<file path="src/rtl/io_arb_pkg.sv">
// Shared types and constants for the IO peripheral bus arbiter.
package io_arb_pkg;

  typedef enum logic [1:0] {
    ARB_IDLE = 2'd0,
    ARB_REQ  = 2'd1,
    ARB_DONE = 2'd2
  } arb_state_e;

  typedef enum logic {
    OWN_CPU = 1'b0,
    OWN_DBG = 1'b1
  } owner_e;

  // Bit positions inside the one-hot grant vector.
  localparam int unsigned GNT_CPU = 0;
  localparam int unsigned GNT_DBG = 1;

  localparam logic [31:0] IO_ERR_DATA = 32'hFFFF_FFFF;

endpackage

</file>
<file path="src/rtl/rr_arbiter2.sv">
// Two-requester round-robin arbiter; a tie goes to whoever did not win last.
module rr_arbiter2
  import io_arb_pkg::*;
(
  input  logic       req_cpu,
  input  logic       req_dbg,
  input  owner_e     last_grant,
  output logic [1:0] grant_c
);

  always_comb begin
    grant_c = 2'b00;
    if (req_cpu && req_dbg) begin
      if (last_grant == OWN_DBG) grant_c[GNT_CPU] = 1'b1;
      else                       grant_c[GNT_DBG] = 1'b1;
    end else if (req_cpu) begin
      grant_c[GNT_CPU] = 1'b1;
    end else if (req_dbg) begin
      grant_c[GNT_DBG] = 1'b1;
    end
  end

endmodule

</file>
<file path="src/rtl/io_bus_arbiter.sv">
// Shares one IO peripheral bus between the CPU IO port and a debug/loader port,
// running each access as a req/ack transaction with a bounded wait.
module io_bus_arbiter
  import io_arb_pkg::*;
#(
  parameter int unsigned ADDR_W  = 32,
  parameter int unsigned DATA_W  = 32,
  parameter int unsigned TIMEOUT = 15
) (
  input  logic              clk,
  input  logic              rst_n,
  input  logic              cpu_req,
  input  logic              cpu_we,
  input  logic [ADDR_W-1:0] cpu_addr,
  input  logic [DATA_W-1:0] cpu_wdata,
  output logic [DATA_W-1:0] cpu_rdata,
  output logic              cpu_stall,
  input  logic              dbg_req,
  input  logic              dbg_we,
  input  logic [ADDR_W-1:0] dbg_addr,
  input  logic [DATA_W-1:0] dbg_wdata,
  output logic [DATA_W-1:0] dbg_rdata,
  output logic              dbg_ack,
  output logic              p_req,
  output logic              p_we,
  output logic [ADDR_W-1:0] p_addr,
  output logic [DATA_W-1:0] p_wdata,
  input  logic [DATA_W-1:0] p_rdata,
  input  logic              p_ack,
  output logic              bus_err
);

  localparam int unsigned CNT_W = 8;
  localparam logic [CNT_W-1:0] CNT_TC  = CNT_W'(TIMEOUT - 1);
  localparam logic [CNT_W-1:0] CNT_MAX = '1;
  localparam int unsigned ERR_REP = (DATA_W + 31) / 32;
  localparam logic [DATA_W-1:0] ERR_DATA = DATA_W'({ERR_REP{IO_ERR_DATA}});

  arb_state_e        state_q, state_d;
  owner_e            owner_q, owner_d;
  owner_e            last_grant_q, last_grant_d;
  logic [CNT_W-1:0]  cnt_q, cnt_d;
  logic [DATA_W-1:0] rdata_q, rdata_d;
  logic              cpu_done_q, cpu_done_d;
  logic              dbg_ack_d, bus_err_d;
  logic              p_req_d, p_we_d;
  logic [ADDR_W-1:0] p_addr_d;
  logic [DATA_W-1:0] p_wdata_d;
  logic [1:0]        grant_c;

  rr_arbiter2 u_rr (
    .req_cpu    (cpu_req),
    .req_dbg    (dbg_req),
    .last_grant (last_grant_q),
    .grant_c    (grant_c)
  );

  // The CPU is released in the DONE cycle of its own transaction.
  assign cpu_stall = cpu_req & ~cpu_done_q;
  assign cpu_rdata = rdata_q;
  assign dbg_rdata = rdata_q;

  always_ff @(posedge clk or negedge rst_n) begin
    if (!rst_n) begin
      state_q      <= ARB_IDLE;
      owner_q      <= OWN_CPU;
      last_grant_q <= OWN_DBG;
      cnt_q        <= '0;
      rdata_q      <= '0;
      cpu_done_q   <= 1'b0;
      dbg_ack      <= 1'b0;
      bus_err      <= 1'b0;
      p_req        <= 1'b0;
      p_we         <= 1'b0;
      p_addr       <= '0;
      p_wdata      <= '0;
    end else begin
      state_q      <= state_d;
      owner_q      <= owner_d;
      last_grant_q <= last_grant_d;
      cnt_q        <= cnt_d;
      rdata_q      <= rdata_d;
      cpu_done_q   <= cpu_done_d;
      dbg_ack      <= dbg_ack_d;
      bus_err      <= bus_err_d;
      p_req        <= p_req_d;
      p_we         <= p_we_d;
      p_addr       <= p_addr_d;
      p_wdata      <= p_wdata_d;
    end
  end

  // Next-state and next-output logic; completion flags are raised on entry to DONE.
  always_comb begin
    state_d      = state_q;
    owner_d      = owner_q;
    last_grant_d = last_grant_q;
    cnt_d        = cnt_q;
    rdata_d      = rdata_q;
    cpu_done_d   = 1'b0;
    dbg_ack_d    = 1'b0;
    bus_err_d    = 1'b0;
    p_req_d      = 1'b0;
    p_we_d       = p_we;
    p_addr_d     = p_addr;
    p_wdata_d    = p_wdata;

    unique case (state_q)
      ARB_IDLE: begin
        if (grant_c[GNT_CPU]) begin
          owner_d   = OWN_CPU;
          p_we_d    = cpu_we;
          p_addr_d  = cpu_addr;
          p_wdata_d = cpu_wdata;
        end else if (grant_c[GNT_DBG]) begin
          owner_d   = OWN_DBG;
          p_we_d    = dbg_we;
          p_addr_d  = dbg_addr;
          p_wdata_d = dbg_wdata;
        end
        if (|grant_c) begin
          p_req_d = 1'b1;
          cnt_d   = '0;
          state_d = ARB_REQ;
        end
      end

      ARB_REQ: begin
        p_req_d = 1'b1;
        if (cnt_q != CNT_MAX) cnt_d = cnt_q + CNT_W'(1);
        if (p_ack) begin
          if (!p_we) rdata_d = p_rdata;
          p_req_d    = 1'b0;
          cpu_done_d = (owner_q == OWN_CPU);
          dbg_ack_d  = (owner_q == OWN_DBG);
          state_d    = ARB_DONE;
        end else if (cnt_q >= CNT_TC) begin
          rdata_d    = ERR_DATA;
          bus_err_d  = 1'b1;
          p_req_d    = 1'b0;
          cpu_done_d = (owner_q == OWN_CPU);
          dbg_ack_d  = (owner_q == OWN_DBG);
          state_d    = ARB_DONE;
        end
      end

      ARB_DONE: begin
        last_grant_d = owner_q;
        state_d      = ARB_IDLE;
      end

      default: state_d = ARB_IDLE;
    endcase
  end

endmodule

</file>
<file path="config.mk">
export PLATFORM = sky130hd
export DESIGN_NAME = io_bus_arbiter
export DESIGN_NICKNAME = d
export VERILOG_FILES = /design/src/rtl/io_arb_pkg.sv /design/src/rtl/rr_arbiter2.sv /design/src/rtl/io_bus_arbiter.sv
export SDC_FILE = /design/constraint.sdc
export NUM_CORES = 1
export LEC_CHECK = 0
export BUFFER_PORTS_ARGS = -buffer_cell sky130_fd_sc_hd__buf_2
export CORE_MARGIN = 4
export CORE_UTILIZATION = 40
export DETAILED_ROUTE_END_ITERATION = 8
export GPL_ROUTABILITY_DRIVEN = 0
export GPL_TIMING_DRIVEN = 0
export PLACE_DENSITY = 0.83
export SLEW_MARGIN = 5
export SYNTH_ARGS = -nofsm -noshare
export SYNTH_HDL_FRONTEND = slang
export SYNTH_HIERARCHICAL = 1
export SYNTH_SLANG_ARGS = --single-unit
</file>
<file path="constraint.sdc">
create_clock -name clk -period 2 [get_ports clk]
set_clock_uncertainty 0.15 [all_clocks]
set_input_delay 0.4 -clock clk [delete_from_list [all_inputs] [get_ports clk]]
set_output_delay 0.4 -clock clk [all_outputs]
set_load 0.01 [all_outputs]
</file>
Word-level counts from Yosys, hierarchy flattened
Index checks and enable logic that the tools add are counted.
{"block": "op_classes", "n_lt_le_gt_ge": 1, "n_reduce_logical": 10, "n_bitwise": 3, "mux": 37, "addsub": 1, "eq_ne": 7}
{"op": "32-bit 2-to-1 mux", "count": 7}
{"op": "1-bit 2-to-1 mux", "count": 21}
{"op": "8-bit 2-to-1 mux", "count": 2}
{"op": "8-bit case mux with 2 select lines", "count": 1}
{"op": "8-bit by 1-bit adder with 8-bit output, second input constant", "count": 1}
{"op": "8-bit by 4-bit greater-or-equal comparator with 1-bit output, second input constant", "count": 1}
{"op": "2-bit 2-to-1 mux", "count": 4}
{"op": "8-bit != test, second input constant", "count": 1}
{"op": "2-bit != test, second input constant", "count": 3}
{"op": "3-bit AND reduction", "count": 2}
{"op": "2-bit nonzero test", "count": 3}
{"op": "2-bit case mux with 2 select lines", "count": 1}
{"op": "2-bit AND reduction", "count": 2}
{"op": "3-bit != test, second input constant", "count": 1}
{"op": "2-bit by 1-bit == test with 1-bit output, second input constant", "count": 1}
{"op": "2-bit == test, second input constant", "count": 1}
{"op": "2-bit zero test", "count": 1}
{"op": "1-bit inverter", "count": 2}
{"op": "1-bit case mux with 2 select lines", "count": 1}
{"op": "2-bit OR reduction", "count": 1}
{"op": "1-bit AND", "count": 1}
{"op": "1-bit logical AND", "count": 1}
{"block": "totals", "wordCells": 71, "input_bits": 167, "out_inout_bits": 133, "reg_bits": 113}

Longest topological paths before layout
Gate-level depths: netlist of the first run.
{"block": "depth", "depth_word": 6, "mapped_depth": 8, "ltp_nobuf": 6}

By module
The synthesis of the first run kept the hierarchy.
{"mod": "io_bus_arbiter", "cells_each": 467, "seq_area_each_um2": 2829.0, "n_inst": 1, "area_per_inst_um2": 5156.2}
{"mod": "rr_arbiter2", "cells_each": 3, "seq_area_each_um2": 0.0, "n_inst": 1, "area_per_inst_um2": 18.8}

Worst setup path after synthesis of the first run
OpenSTA, ideal clock, no wires.
{"block": "synth_timing", "path_type": "register -> register", "from": "reg last_grant_q", "to": "reg cnt_q[2]", "path_slack_ps": 61, "synth_period_minus_slack_ps": 1939, "arrival_ps": 1711, "n_path_buf": 2, "stages_incl_launch_ff": 9, "path_cell_list": "dfstp_2 -> inv_1 -> a21boi_1 -> buf_6 -> nor3_1 -> a211o_1 -> buf_6 -> or3_1 -> a21oi_1"}
{"block": "synth_via", "elab_chain_cells": 5, "word_cells_on_any_way": 6, "cone_classes": "1 x eq/ne; 3 x mux; 2 x reduce/logical"}
{"element": "start, declared", "line_no": "io_bus_arbiter.sv:41", "rtl": "owner_e last_grant_q, last_grant_d;"}
{"element": "start signal, assigned", "line_no": "io_bus_arbiter.sv:80", "rtl": "last_grant_q <= last_grant_d;"}
{"element": "1-bit 2-to-1 mux", "line_no": "rr_arbiter2.sv:14", "rtl": "if (last_grant == OWN_DBG) grant_c[GNT_CPU] = 1'b1;"}
{"element": "2-bit 2-to-1 mux", "line_no": "rr_arbiter2.sv:13", "rtl": "if (req_cpu && req_dbg) begin"}
{"element": "net grant_c[0]", "line_no": "io_bus_arbiter.sv:49", "rtl": "logic [1:0] grant_c;"}
{"element": "2-bit OR reduction", "line_no": "io_bus_arbiter.sv:121", "rtl": "if (|grant_c) begin"}
{"element": "2-bit != test (no source line)"}
{"element": "3-bit AND reduction (no source line)"}
{"element": "end signal, assigned", "line_no": "io_bus_arbiter.sv:81", "rtl": "cnt_q <= cnt_d;"}
{"element": "end, declared", "line_no": "io_bus_arbiter.sv:42", "rtl": "logic [CNT_W-1:0] cnt_q, cnt_d;"}
The timed path passes the listed nets, and every way through them passes these cells.
A chain may end at the register's enable or synchronous reset.

Worst setup path in the final report of the first run
Ends and elaborated chain as after synthesis.

==> results of run 1 <==
-- power breakdown --
| group | internal (uW) | switching (uW) |
|---|---|---|
| Sequential | 3310 | 672 |
| Combinational | 2350 | 2650 |
| Clock | 1670 | 987 |
-- metrics by stage --
step / util, % / power (uW) / hold slack, ps / setup TNS, ps
floorplan: - / 6660 / -45.6 / 0
global placement: 54.6 / 8660 / 307 / -152170
detailed placement: 54.8 / 8820 / 218 / -45280
CTS: 59.9 / 11600 / 66.6 / 0
global route: 60.7 / 12500 / 70.1 / -252
finish: 60.7 / 11600 / 80.2 / -42.1
-- layer usage --
layer  vias to the layer above  part of all wire, %  track usage [%]  wire length, microns
li1                       2299                    -                -                     -
met1                      2202                   38             24.3                  6000
met3                        18                  7.6             5.66                  1200
met2                       223                   53             37.1                  8340
met5                         -                0.082                0                    13
met4                         2                  1.3             6.93                   208
-- worst min path at each step --
stage                     slack (ps)             to
after global routing              70   cpu_rdata[0]
after detailed placement         220    p_wdata[24]
after floorplan                  -50        bus_err
after global placement           310     p_addr[15]
after CTS                         70  cpu_rdata[28]
final                             80  cpu_rdata[28]
-- kinds of logic after synthesis --
| kind of cell | Yosys count | synth area share [%] |
|---|---|---|
| AOI/OAI and AO/OA | 127 | 15.7 |
| adders and majority gates | 2 | 0.483 |
| buffers and inverters | 68 | 8.44 |
| DFF | 113 | 54.7 |
| muxes | 66 | 12.8 |
| and+or+nand+nor | 94 | 7.95 |
-- synth_stat cells, types with 2 or more instances --
| cell type | instances |
|---|---|
| or3_1 | 5 |
| dfrtp_1 | 112 |
| clkbuf_1 | 14 |
| inv_1 | 5 |
| buf_4 | 32 |
| nand3_1 | 3 |
| ha_1 | 2 |
| nor2_1 | 3 |
| nor2b_1 | 2 |
| nand2b_1 | 2 |
| nand2_1 | 69 |
| buf_2 | 10 |
| o21ai_0 | 71 |
| o22a_1 | 32 |
| and4_1 | 2 |
| o31ai_1 | 3 |
| a21oi_1 | 8 |
| mux2i_1 | 65 |
| o21ai_1 | 2 |
| buf_6 | 5 |
| nor3_1 | 3 |
-- timing repair --
action,CTS,global route
buffers inserted,7,4
hold endpoints to repair,48,0
cloned,1,0
resized for setup,20,30
hold buffers,1,0
pin swaps,4,7
endpoints found under the setup margin,76,82
-- flip-flops by register name (all words and copies together), names as in the netlist, 2 cells and up --
name	cells
p_addr	32
p_wdata	32
cpu_rdata	32
state_q	2
cnt_q	8
-- critical path: cells and delay by family (launching register included) --
family	cells	cell delay, ps
flops	1	540
buf+inv	3	310
compound gates	3	600
simple gates	2	360
-- final cells by class --
| class | count | area (sq um) | area share [%] |
|---|---|---|---|
| clock inverter | 11 | 95.1 | 1.24 |
| sequential | 113 | 2830 | 36.9 |
| inverter | 6 | 22.5 | 0.294 |
| tap | 172 | 215 | 2.81 |
| buffer | 61 | 475 | 6.20 |
| timing repair buffer | 313 | 1640 | 21.4 |
| multi-input combinational | 289 | 1960 | 25.5 |
| clock buffer | 18 | 429 | 5.60 |
==> out/summary.txt, run 1 <==
Worst path slowest cell = dfstp_2
hold path start = p_rdata[28]
Final HPWL DP = 12400 microns
Reg2Reg Depth = 8
CP startpoint kind = flop
clock buffer depth = 2
most common cell after layout, fill and taps aside = buf_2
Post-Layout Inst Area = 7670 sq um
Worst path max stage delay = 540 ps
Yosys cell types = 41
area post-placement = 6920 sq um
final setup margin = -37.5 ps
Least-Margin Pin Slew = 456 ps
Post-DRT Antenna Nets = 0
Via density = 4.83
MaxCap Viol Count = 0
chip height = 122 microns
Total Routing Usage GR = 20.8%
H-Tree Depth = 4
share of cells above drive strength 1 = 51.4%
Detailed Route WL = 15800 microns
GRT overflow = 0
Setup crit start = last_grant_q
ranking of synthesized cells by area = dfrtp_1 (54%), mux2i_1 (13%), o21ai_0 (6.9%)
relative slew slack = 69.6%
CTS tree = done
crit path capture = cnt_q[2]
CP arrival = 2210 ps
syn avg cell area = 11.0 sq um
status = finished, violations left
vias in the first global route = 4686
CTS clk-pin slew, worst paths = 50 ps
FFs w/ async S/R, synth = 100%
yosys warns = 6
Core Footprint = 12600 sq um
Synth Instances = 470
Post-Place Cells = 942
Post-synth EDFFs = 0
Worst Hold Class = input port to flop
drc violations = 0
Worst EP required = 2180 ps
CP Capture Type = flop
Site Rows = 41
worst vdd ir = 0.644 mV
latest clock arrival within the worst-skew pair = 400 ps
failing checks = negative setup slack
fillers = 1117
largest net degree at the start of global routing = 66
drt first-iter violations = 252
R2R Setup Slk = -40 ps
via count = 4744
syn nets = 639
Final Max Slew Viols = 0
io pins = 300
Final min period = 2040 ps
CP dominant cell by count = buf_6
RSZ-0062 raised after global routing = true
area growth from synthesis to layout = 48.1%
Synth Flop Type = dfrtp_1
Die Area = 14800 sq um
ANT cells = 0
CP max FO = 5
Starting Density = 41.0%
drt wl/cell = 16.0 microns
clk root buf = clkbuf_16
total iterations of the first detailed-routing run = 4
Layout Cells excl Fill = 983
leakage power = 0.00388 uW
initial antenna violation count = 1
Die Width = 122 microns
Hold Vio Cnt, Final = 0
pre-CTS setup slack = -803 ps
max frequency = 0.491 GHz
Tcrit/Tclk final = 102%
Hold Path Stages = 2
RR Endpoint = cnt_q[2]
final setup fails = 2
top cell type's share of synthesized area = 54.2%
Synth Register Bits = 113
first-pass GRT wire length = 23700 microns
synthesized area = 5170 sq um
most frequent cells in the layout = buf_2 (303), dfrtp_1 (110), nand2_1 (69)
Cell Chain, Critical Path = inv_2, a21boi_2, buf_6, nor3_2, a211o_1, buf_6, or3_4, a21oi_2
dominant cell type by area after synthesis = dfrtp_1
sequential area share after synthesis = 54.7%
critical path type = flop to flop
# port buffers = 299
worst reg2reg startpoint = last_grant_q
CTS sink count = 113
total CTS buffers = 17
pwr/cell area = 1520 nW/um^2
fin nets = 970
No activity file was read; power rests on OpenSTA's default activity.
==> inputs of run 2 (changes only) <==
Settings changed: CORE_MARGIN 4 to 2, RECOVER_POWER set to 25.
==> out/summary.txt, run 2 (synthesis results as in run 1) <==
status = finished, violations left
failing checks = negative setup slack
final setup fails = 1
vias in the first global route = 4764
Site Rows = 41
share of cells above drive strength 1 = 50.5%
initial antenna violation count = 0
Reg power frac = 33.6%
setup_tns = -41.7 ps
drt wl/cell = 15.4 microns
Final Max Slew Viols = 0
io pins = 300
largest net degree at the start of global routing = 77
fin nets = 966
Setup crit start = last_grant_q
drt first-iter violations = 219
ANT cells = 0
Worst EP required = 2120 ps
RSZ-0062 raised after global routing = true
clock buffer depth = 2
Worst path max stage delay = 540 ps
Hold Vio Cnt, Final = 0
first-pass GRT wire length = 23900 microns
Tcrit/Tclk final = 102%
chip height = 118 microns
Finished Core Util = 60.6%
CP startpoint kind = flop
# port buffers = 299
worst vdd ir = 0.607 mV
Core Footprint = 12600 sq um
leakage power = 0.00386 uW
H-Tree Depth = 4
clk root buf = clkbuf_16
Starting Density = 41.0%
CP arrival = 2160 ps
internal power = 7610 uW
most common cell after layout, fill and taps aside = buf_2
Logic pwr share = 40.6%
CTS tree = done
critical path type = flop to flop
drc violations = 0
pwr/cell area = 1560 nW/um^2
max frequency = 0.490 GHz
R2R Setup Slk = -40 ps
net switching power = 4330 uW
Final HPWL DP = 11700 microns
Via density = 4.80
Die Area = 13900 sq um
Sw Share = 36.3%
hold path start = p_rdata[11]
Cell Chain, Critical Path = inv_2, a21boi_2, buf_6, nor3_1, a211o_1, buf_6, buf_4, o21ai_0, a21oi_2
CP max FO = 9
CP dominant cell by count = buf_6
clock power share = 25.8%
via count = 4716
Worst path slowest cell = dfstp_2
most frequent cells in the layout = buf_2 (304), dfrtp_1 (111), nand2_1 (69)
Worst Hold Class = input port to flop
total iterations of the first detailed-routing run = 5
CP Capture Type = flop
MaxCap Viol Count = 0
final setup margin = -41.7 ps
Die Width = 118 microns
latest clock arrival within the worst-skew pair = 390 ps
CP delay by family, top = compound AO/OA/AOI/OAI gates
CTS sink count = 113
Post-DRT Antenna Nets = 0
CTS clk-pin slew, worst paths = 50 ps
worst reg2reg startpoint = last_grant_q
Detailed Route WL = 15200 microns
Buf/Inv on CP = 4
Final min period = 2040 ps
relative slew slack = 35.8%
Total Routing Usage GR = 21.9%
total CTS buffers = 17
area growth from synthesis to layout = 47.9%
Least-Margin Pin Slew = 962 ps
GRT overflow = 0
-- run 2: cell count changes in the layout (fill, tap and decap cells not counted), sizes merged --
cell      change
buf           -4
bufinv        +2
clkbuf        +3
clkinv        -4
clkinvlp      +1
inv           +1
-- run 2: final timing paths --
path	end	cells after the start
max in group asynchronous	last_grant_q	3
min	cpu_rdata[11]	2
min reg2reg	p_wdata[10]	2
min in group asynchronous	p_wdata[23]	2
max	cnt_q[4]	9
max reg2reg	cnt_q[4]	9
-- run 2: power groups by stage --
stage / sequential [uW] / clock (uW) / combinational (uW)
after CTS: 4010 / 3130 / 4840
after global placement: 3980 / 0 / 4640
final: 4020 / 3080 / 4850
after detailed placement: 4020 / 0 / 4770
after floorplan: 4370 / 0 / 2290
after global routing: 4150 / 3250 / 5310
-- run 2: timing repair --
action                                  4_1_cts  5_1_grt
pin swaps                                     5        2
endpoints found under the setup margin      100       77
gates cloned                                  0        0
setup buffers                                 4        4
hold endpoints to repair                     37        0
gates resized for setup                      14       25
hold buffers                                  1        0
-- run 2: per-stage QoR --
step                power, uW  std cells  instance area [sq um]  hold slack, ps  setup WS, ps
finish                  11900        982                   7650            83.8         -41.7
global route            12700        982                   7650            68.4          -119
CTS                     12000        979                   7600            67.5         -10.2
detailed placement       8790        942                   6920             173          -754
global placement         8620        941                   6890             306          -956
floorplan                6660        470                   5170           -45.6          61.3
-- run 2: layout make-up --
cell class              count  area (sq um)
clock inverters            11           155
inverters                   6          22.5
clock buffers              21           460
fillers                  1100          4970
repair buffers            309          1590
well taps                 172           215
multi-input cells         289          1940
plain buffers              61           438
flip-flops and latches    113          2830
-- run 2: routing by layer --
metal	up-vias	global-route usage, %	routed length (microns)
met1	2223	24.0	5850
li1	2280	-	-
met4	0	7.61	221
met5	-	0	0
met2	197	40.7	8120
met3	16	5.57	981
-- run 2: worst register-to-register path, delay by kind of cell, from the launching register on --
family	cells	cell delay [ps]
and+or+nand+nor	1	40
buffers and inverters	4	460
AOI/OAI and AO/OA	4	730
DFF	1	540
